[config.mk]
export PLATFORM = sky130hd
export DESIGN_NAME = pe_sched
export DESIGN_NICKNAME = d
export VERILOG_FILES = /design/src/rtl/pe_sched.sv
export SDC_FILE = /design/constraint.sdc
export NUM_CORES = 2
export LEC_CHECK = 0
export ABC_AREA = 1
export CORE_AREA = 2 2 336 338
export CTS_CLUSTER_SIZE = 14
export DETAILED_ROUTE_END_ITERATION = 10
export DIE_AREA = 0 0 338 340
export HOLD_SLACK_MARGIN = 0.06
export PLACE_DENSITY = 0.7
export RECOVER_POWER = 50
export SLEW_MARGIN = 10
export SYNTH_ARGS = -nofsm -noshare
export SYNTH_HDL_FRONTEND = slang
export SYNTH_SLANG_ARGS = --single-unit
[constraint.sdc]
create_clock -name clk -period 15.3 [get_ports clk]
set_clock_uncertainty 0.05 [all_clocks]
set_input_delay 3.06 -clock clk [delete_from_list [all_inputs] [get_ports clk]]
set_output_delay 3.06 -clock clk [all_outputs]
set_load 0.02 [all_outputs]
[src/rtl/pe_sched.sv]
// Job sequencer and lane-wise accumulator for one sparse-DNN PE: pulls paired
// activation/weight beats, expands weights per precision mode, sums PE lanes.
module pe_sched #(
  parameter int MFU_COUNT = 4,
  parameter int LEN_W     = 10,
  parameter int ACC_W     = 24
) (
  input  logic                           clk,
  input  logic                           rst,
  input  logic                           start,
  input  logic                           mode,
  input  logic [LEN_W-1:0]               len,
  output logic                           busy,
  input  logic                           a_valid,
  input  logic [7:0]                     a_data,
  output logic                           a_ready,
  input  logic                           w_valid,
  input  logic [MFU_COUNT*16-1:0]        w_data,
  output logic                           w_ready,
  output logic [7:0]                     pe_a,
  output logic [MFU_COUNT*32-1:0]        pe_w,
  input  logic [MFU_COUNT*64-1:0]        pe_o,
  output logic                           res_valid,
  output logic [MFU_COUNT*4*ACC_W-1:0]   res_data,
  input  logic                           res_ready,
  output logic [1:0]                     state_dbg
);

  localparam int LANES = MFU_COUNT * 4;

  typedef enum logic [1:0] {
    S_IDLE  = 2'd0,
    S_RUN   = 2'd1,
    S_DRAIN = 2'd2,
    S_DONE  = 2'd3
  } state_t;

  state_t                   state_q, state_d;
  logic                     mode_q;
  logic [LEN_W-1:0]         len_q;
  logic [LEN_W-1:0]         count_q;
  logic                     s1_valid;
  logic                     fire;
  logic                     job_start;
  logic [LANES*ACC_W-1:0]   acc_q, acc_d;

  // Handshake: a_ready/w_ready are asserted together and only while both
  // streams are valid and pairs remain, so a beat moves on both streams at
  // once. Ready depends on valid; producers must not make valid depend on ready.
  assign fire      = (state_q == S_RUN) && (count_q != len_q) && a_valid && w_valid;
  assign job_start = (state_q == S_IDLE) && start;

  assign a_ready   = fire;
  assign w_ready   = fire;
  assign busy      = (state_q != S_IDLE);
  assign res_valid = (state_q == S_DONE);
  assign res_data  = acc_q;
  assign state_dbg = state_q;

  // Mode 0 replicates the low byte into all four lanes; mode 1 feeds the high
  // byte to the upper two lanes and the low byte to the lower two.
  function automatic logic [MFU_COUNT*32-1:0] expand_w(input logic m,
                                                      input logic [MFU_COUNT*16-1:0] raw);
    logic [7:0] lo;
    logic [7:0] hi;
    expand_w = '0;
    for (int i = 0; i < MFU_COUNT; i++) begin
      lo = raw[i*16 +: 8];
      hi = raw[i*16+8 +: 8];
      expand_w[i*32 +: 32] = m ? {hi, hi, lo, lo} : {lo, lo, lo, lo};
    end
  endfunction

  always_ff @(posedge clk or posedge rst) begin
    if (rst) begin
      state_q <= S_IDLE;
    end else begin
      state_q <= state_d;
    end
  end

  always_comb begin
    state_d = state_q;
    case (state_q)
      S_IDLE:  if (start) state_d = (len == '0) ? S_DONE : S_RUN;
      S_RUN:   if (fire && ((count_q + LEN_W'(1)) == len_q)) state_d = S_DRAIN;
      S_DRAIN: state_d = S_DONE;
      S_DONE:  if (res_ready) state_d = S_IDLE;
      default: state_d = S_IDLE;
    endcase
  end

  always_ff @(posedge clk or posedge rst) begin
    if (rst) begin
      mode_q  <= 1'b0;
      len_q   <= '0;
      count_q <= '0;
    end else if (job_start) begin
      mode_q  <= mode;
      len_q   <= len;
      count_q <= '0;
    end else if (fire) begin
      count_q <= count_q + LEN_W'(1);
    end
  end

  // Stage 1: register the fired pair towards the PE.
  always_ff @(posedge clk or posedge rst) begin
    if (rst) begin
      s1_valid <= 1'b0;
      pe_a     <= '0;
      pe_w     <= '0;
    end else begin
      s1_valid <= fire;
      if (fire) begin
        pe_a <= a_data;
        pe_w <= expand_w(mode_q, w_data);
      end
    end
  end

  // Stage 2: add each signed 16-bit PE lane into its accumulator, wrapping.
  always_comb begin
    logic signed [15:0] lane;
    lane  = '0;
    acc_d = acc_q;
    if (job_start) begin
      acc_d = '0;
    end else if (s1_valid) begin
      for (int k = 0; k < LANES; k++) begin
        lane = pe_o[k*16 +: 16];
        acc_d[k*ACC_W +: ACC_W] = acc_q[k*ACC_W +: ACC_W] + ACC_W'(lane);
      end
    end
  end

  always_ff @(posedge clk or posedge rst) begin
    if (rst) begin
      acc_q <= '0;
    end else begin
      acc_q <= acc_d;
    end
  end

endmodule

## Yosys cells after proc, flatten, opt, wreduce, memory -nomap -nowiden

Cells that the tools add are included.

- Add/subtract/negate cells: 17
- Equal/unequal tests: 8
- Mux-type cells: 13
- Reduce and logical (&&, ||, !) cells: 11

Operators with widths:

| kind | count |
|---|---|
| $mux W384 | 2 |
| $add A24 B24 Y24 | 16 |
| $mux W32 | 4 |
| $mux W10 | 2 |
| $add A10 B1 Y10 const B | 1 |
| $eq A10 B10 Y1 | 1 |
| $logic_not A10 Y1 | 1 |
| $ne A10 B10 Y1 | 1 |
| $mux W2 | 4 |
| $pmux W2 S4 | 1 |
| $reduce_bool A2 Y1 | 3 |
| $logic_and A1 B1 Y1 | 5 |
| $eq A2 B2 Y1 const B | 2 |
| $ne A2 B1 Y1 const B | 2 |
| $reduce_and A3 Y1 | 1 |
| $eq A2 B1 Y1 const B | 1 |
| $logic_not A2 Y1 | 1 |
| $ne A2 B2 Y1 const B | 1 |

- Bits in registers: 544
- Bits of input ports: 345
- Output and inout bits: 526

## Logic depth before layout (Yosys ltp)

- Depth after elaboration: 7
- Mapped depth: 14
- Depth with buffers taken out: 14

## Least setup slack after synthesis

No wires, ideal clock.

- Path kind: input-to-output
- From: input port w_valid
- To: output port w_ready
- Arrival: 3.783 ns
- Required time: 12.190 ns
- Slack: 8.407 ns
- Cell stages on the path: 5
- Buffers on the path: 2
- Cell sequence: and3_1 -> nand2_2 -> inv_1 -> buf_2 -> buf_4

- Cells in the longest elaborated chain, start to end: 1

Ends and longest elaborated chain:

| what | line | source |
|---|---|---|
| start, declared | 17 | `input logic w_valid,` |
| $logic_and A1 B1 Y1 | 50 | `assign fire = (state_q == S_RUN) && (count_q != len_q) && a_valid && w_valid;` |
| end, declared | 19 | `output logic w_ready,` |

Every way passes these cells.

## Worst setup path in the final report

- From: input port a_valid
- To: output port a_ready

- Cells in the longest elaborated chain, start to end: 2

Ends and longest elaborated chain:

| what | line | source |
|---|---|---|
| start, declared | 14 | `input logic a_valid,` |
| $logic_and A1 B1 Y1 (2 in a row) | 50 |  |
| end, declared | 16 | `output logic a_ready,` |

Every way passes these cells.

==> results.md <==
* Post-Syn Nets at between 6000 and 7000
* CTS tree: done
* Delay-heaviest family, CP: buffers and inverters
* Worst Setup Start Kind: input port
* P_leak at 27.1 nW
* Crit path DAT at ~5600 ps
* Initial DRC Count at 3104
* HPWL Detailed at 121 mm
* Sequential area share after synthesis at 29.8%
* WL final at 154 mm
* Hold Vio Cnt, Final at 0
* Ys flop type: dfrtp_1
* Worst EP required at 12190 ps
* Clock Path Buffers at 3
* Critical Setup Path Class: input port to output port
* Crit path max fanout at 39
* Vias in the first global route at 41500
* Synthesized area at between 40000 and 50000 um2
* RSZ-0062 raised after global routing: false
* VDD IR-drop max at 0.000151 V
* Clock Sinks at 480
* Commonest cells post-synth: nand2_1 (1905), inv_1 (563), nor2_1 (545)
* Initial Util at a little over a third
* Area grow syn2layout at 30.3%
* Slowest stage cell, crit path: clkdlybuf4s50_1
* Post-DP Area at 50000 um2
* TritonRoute pass-1 iters at 6
* Ratio of final minimum period to clock period at 57.2%
* CTS root buffer: clkbuf_16
* Distinct cells, synth at 49
* Tmin final at 8750 ps
* DR WL/cell at 18.4 um
* Flop and latch count out of synthesis at 480
* Layout cells sized above 1 at 2.77%
* Ports at 871
* Die Area at ~110000 um2
* Max cap viols at 5
* Most numerous cell in the Yosys netlist: nand2_1
* Final setup vio count at 0
* Slew headroom at -187%
* Total GRT Usage at 25.9%
* Final number of max-transition violations at 325
* Die width at roughly 340 um
* Placer Congestion at 0.980
* Via/cell ratio at 5.19
* Yosys top cell area share at slightly below 30%
* CP Cell Sequence: dlygate4sd3_1 > and3_1 > nand2_1 > inv_1 > buf_4 > clkdlybuf4s50_1
* Drc violations at 0
* CTS HTree Levels at 3
* Ranking of synthesized cells by area: dfrtp_1 (30%), nand2_1 (18%), ha_1 (12%)
* Port-buffer cells at 870
* Critical path buffers and inverters at 4
* Largest net degree at the start of global routing at 210
* Syn avg cell area at 6.68 um2
* Power density over the cells at 221 nW/um2
* CP endpoint kind: output port
* Core Region at 112000 um2
* Hold Path Class: flop to flop
* PostCTS Resize Cnt at 0
* Final setup TNS at 0 ps
* Async set or reset register ratio after synthesis at 100%
* Final core occ at between 40% and 50%
* Area leader, netlist: dfrtp_1
* CTS Buf Count at 67
* Ys Warns at 0
* Antenna-violating nets left at 0
* Total grt overflow at 0
* Synthesized instance count at 6036
* Net total in the final layout at 7550
* Die H at around 340 um
* Failing checks: capacitance limit, slew limit
* Clock Latency Late Sink at 630 ps
* First-pass GRT wire length at 236 mm
* Pre-CTS WS at a little under 7000 ps
* Fin area at 52500 um2
* Postcts setup bufs at 0
* Max Freq at 114 MHz
* Slowest stage delay, CP at 700 ps
* Outcome: finished with violations
* Num rows at 123
* Clock slew seen by the registers of the worst setup and hold paths at 50 ps
* Hold buffer count at CTS at 0
* Post-route setup slack at 6550 ps
* Vias at 43500
* Initial antenna violation count at 32
* Post-synth EDFFs at 0
* Worst slew pin tran at 4300 ps
## sequential cells by signal (all words and copies together), names as in the netlist
name	flops
mode_q	1
count_q	10
pe_w	64
s1_valid	1
pe_a	8
len_q	10
res_data	384
state_dbg	2
## final timing paths
kind	startpoint	end	slack, ps	cells after the start
setup reg to reg	count_q[3]	pe_w[43]	10390	9
min in group asynchronous	rst	res_data[320]	3260	2
max in group asynchronous	rst	res_data[89]	6960	4
hold / removal	pe_a[2]	pe_a[2]	420	2
hold reg to reg	pe_a[2]	pe_a[2]	420	2
setup / recovery	a_valid	a_ready	6550	6
## layout make-up
class | instances | area, um2
antenna | 17 | 42.5
clock buffer | 94 | 1970
clock inverter | 26 | 497
fill | 11300 | 59100
inverter | 564 | 2130
multi-input combinational | 4817 | 25100
sequential | 480 | 12000
tap | 1500 | 1880
timing repair buffer | 885 | 8830
## per-layer routing
metal | track usage (%) | wire (um) | share of wire [%] | up-vias
met4 | 11.9 | 7170 | 4.6 | 22
li1 | - | - | - | 21700
met1 | 32.3 | 64400 | 42 | 20100
met5 | 0 | 137 | 0.089 | -
met3 | 6.67 | 12600 | 8.2 | 308
met2 | 41.8 | 69800 | 45 | 1359
## placed cells by master (no fill, tap or decap), drive strengths merged, types with 7 or more instances in the layout
master and n:
nand2 1909, o21ai 569, inv 566, nor2 547, a21oi 487, dfrtp 480
dlygate4sd3 439, clkdlybuf4s50 431, nand3 386, ha 374, nand4 111, clkbuf 98
nor3 87, or2 63, o21bai 45, o21a 37, a22o 31, a32o 31
a21o 25, and2 21, xor2 19, a31oi 18, diode 17, a21boi 16
fa 16, bufinv 13, buf 11, a211oi 7, clkinv 7
## cells by family after synthesis
logic type | count (synthesis) | synth area share (%)
adders and majority gates | 390 | 12.4
buffers and inverters | 739 | 7.84
and+or+nand+nor | 3128 | 31.9
DFF | 480 | 29.8
AOI/OAI and AO/OA | 1274 | 17.5
xor gates and xnor gates | 25 | 0.543
## report_power, final
| part | switching [mW] | internal [mW] |
|---|---|---|
| registers | 0.623 | 1.88 |
| clock network | 0.661 | 1.12 |
| logic | 4.65 | 2.65 |
| total | 5.93 | 5.65 |
## worst min-delay path, cell delays in order, from the launching register on
cell	delay, ps
dfrtp_1	330
nand2_1	50
nand2_1	60
## through the flow
step                      power (mW)  cells  hold slack (ps)
after global placement          9.89   8246              411
after floorplan                 7.08   6036              419
after global routing            12.5   8380              460
after CTS                       11.8   8366              430
final                           11.6   8383              424
after detailed placement        9.97   8246              415
No activity file was read; power rests on OpenSTA's default activity.
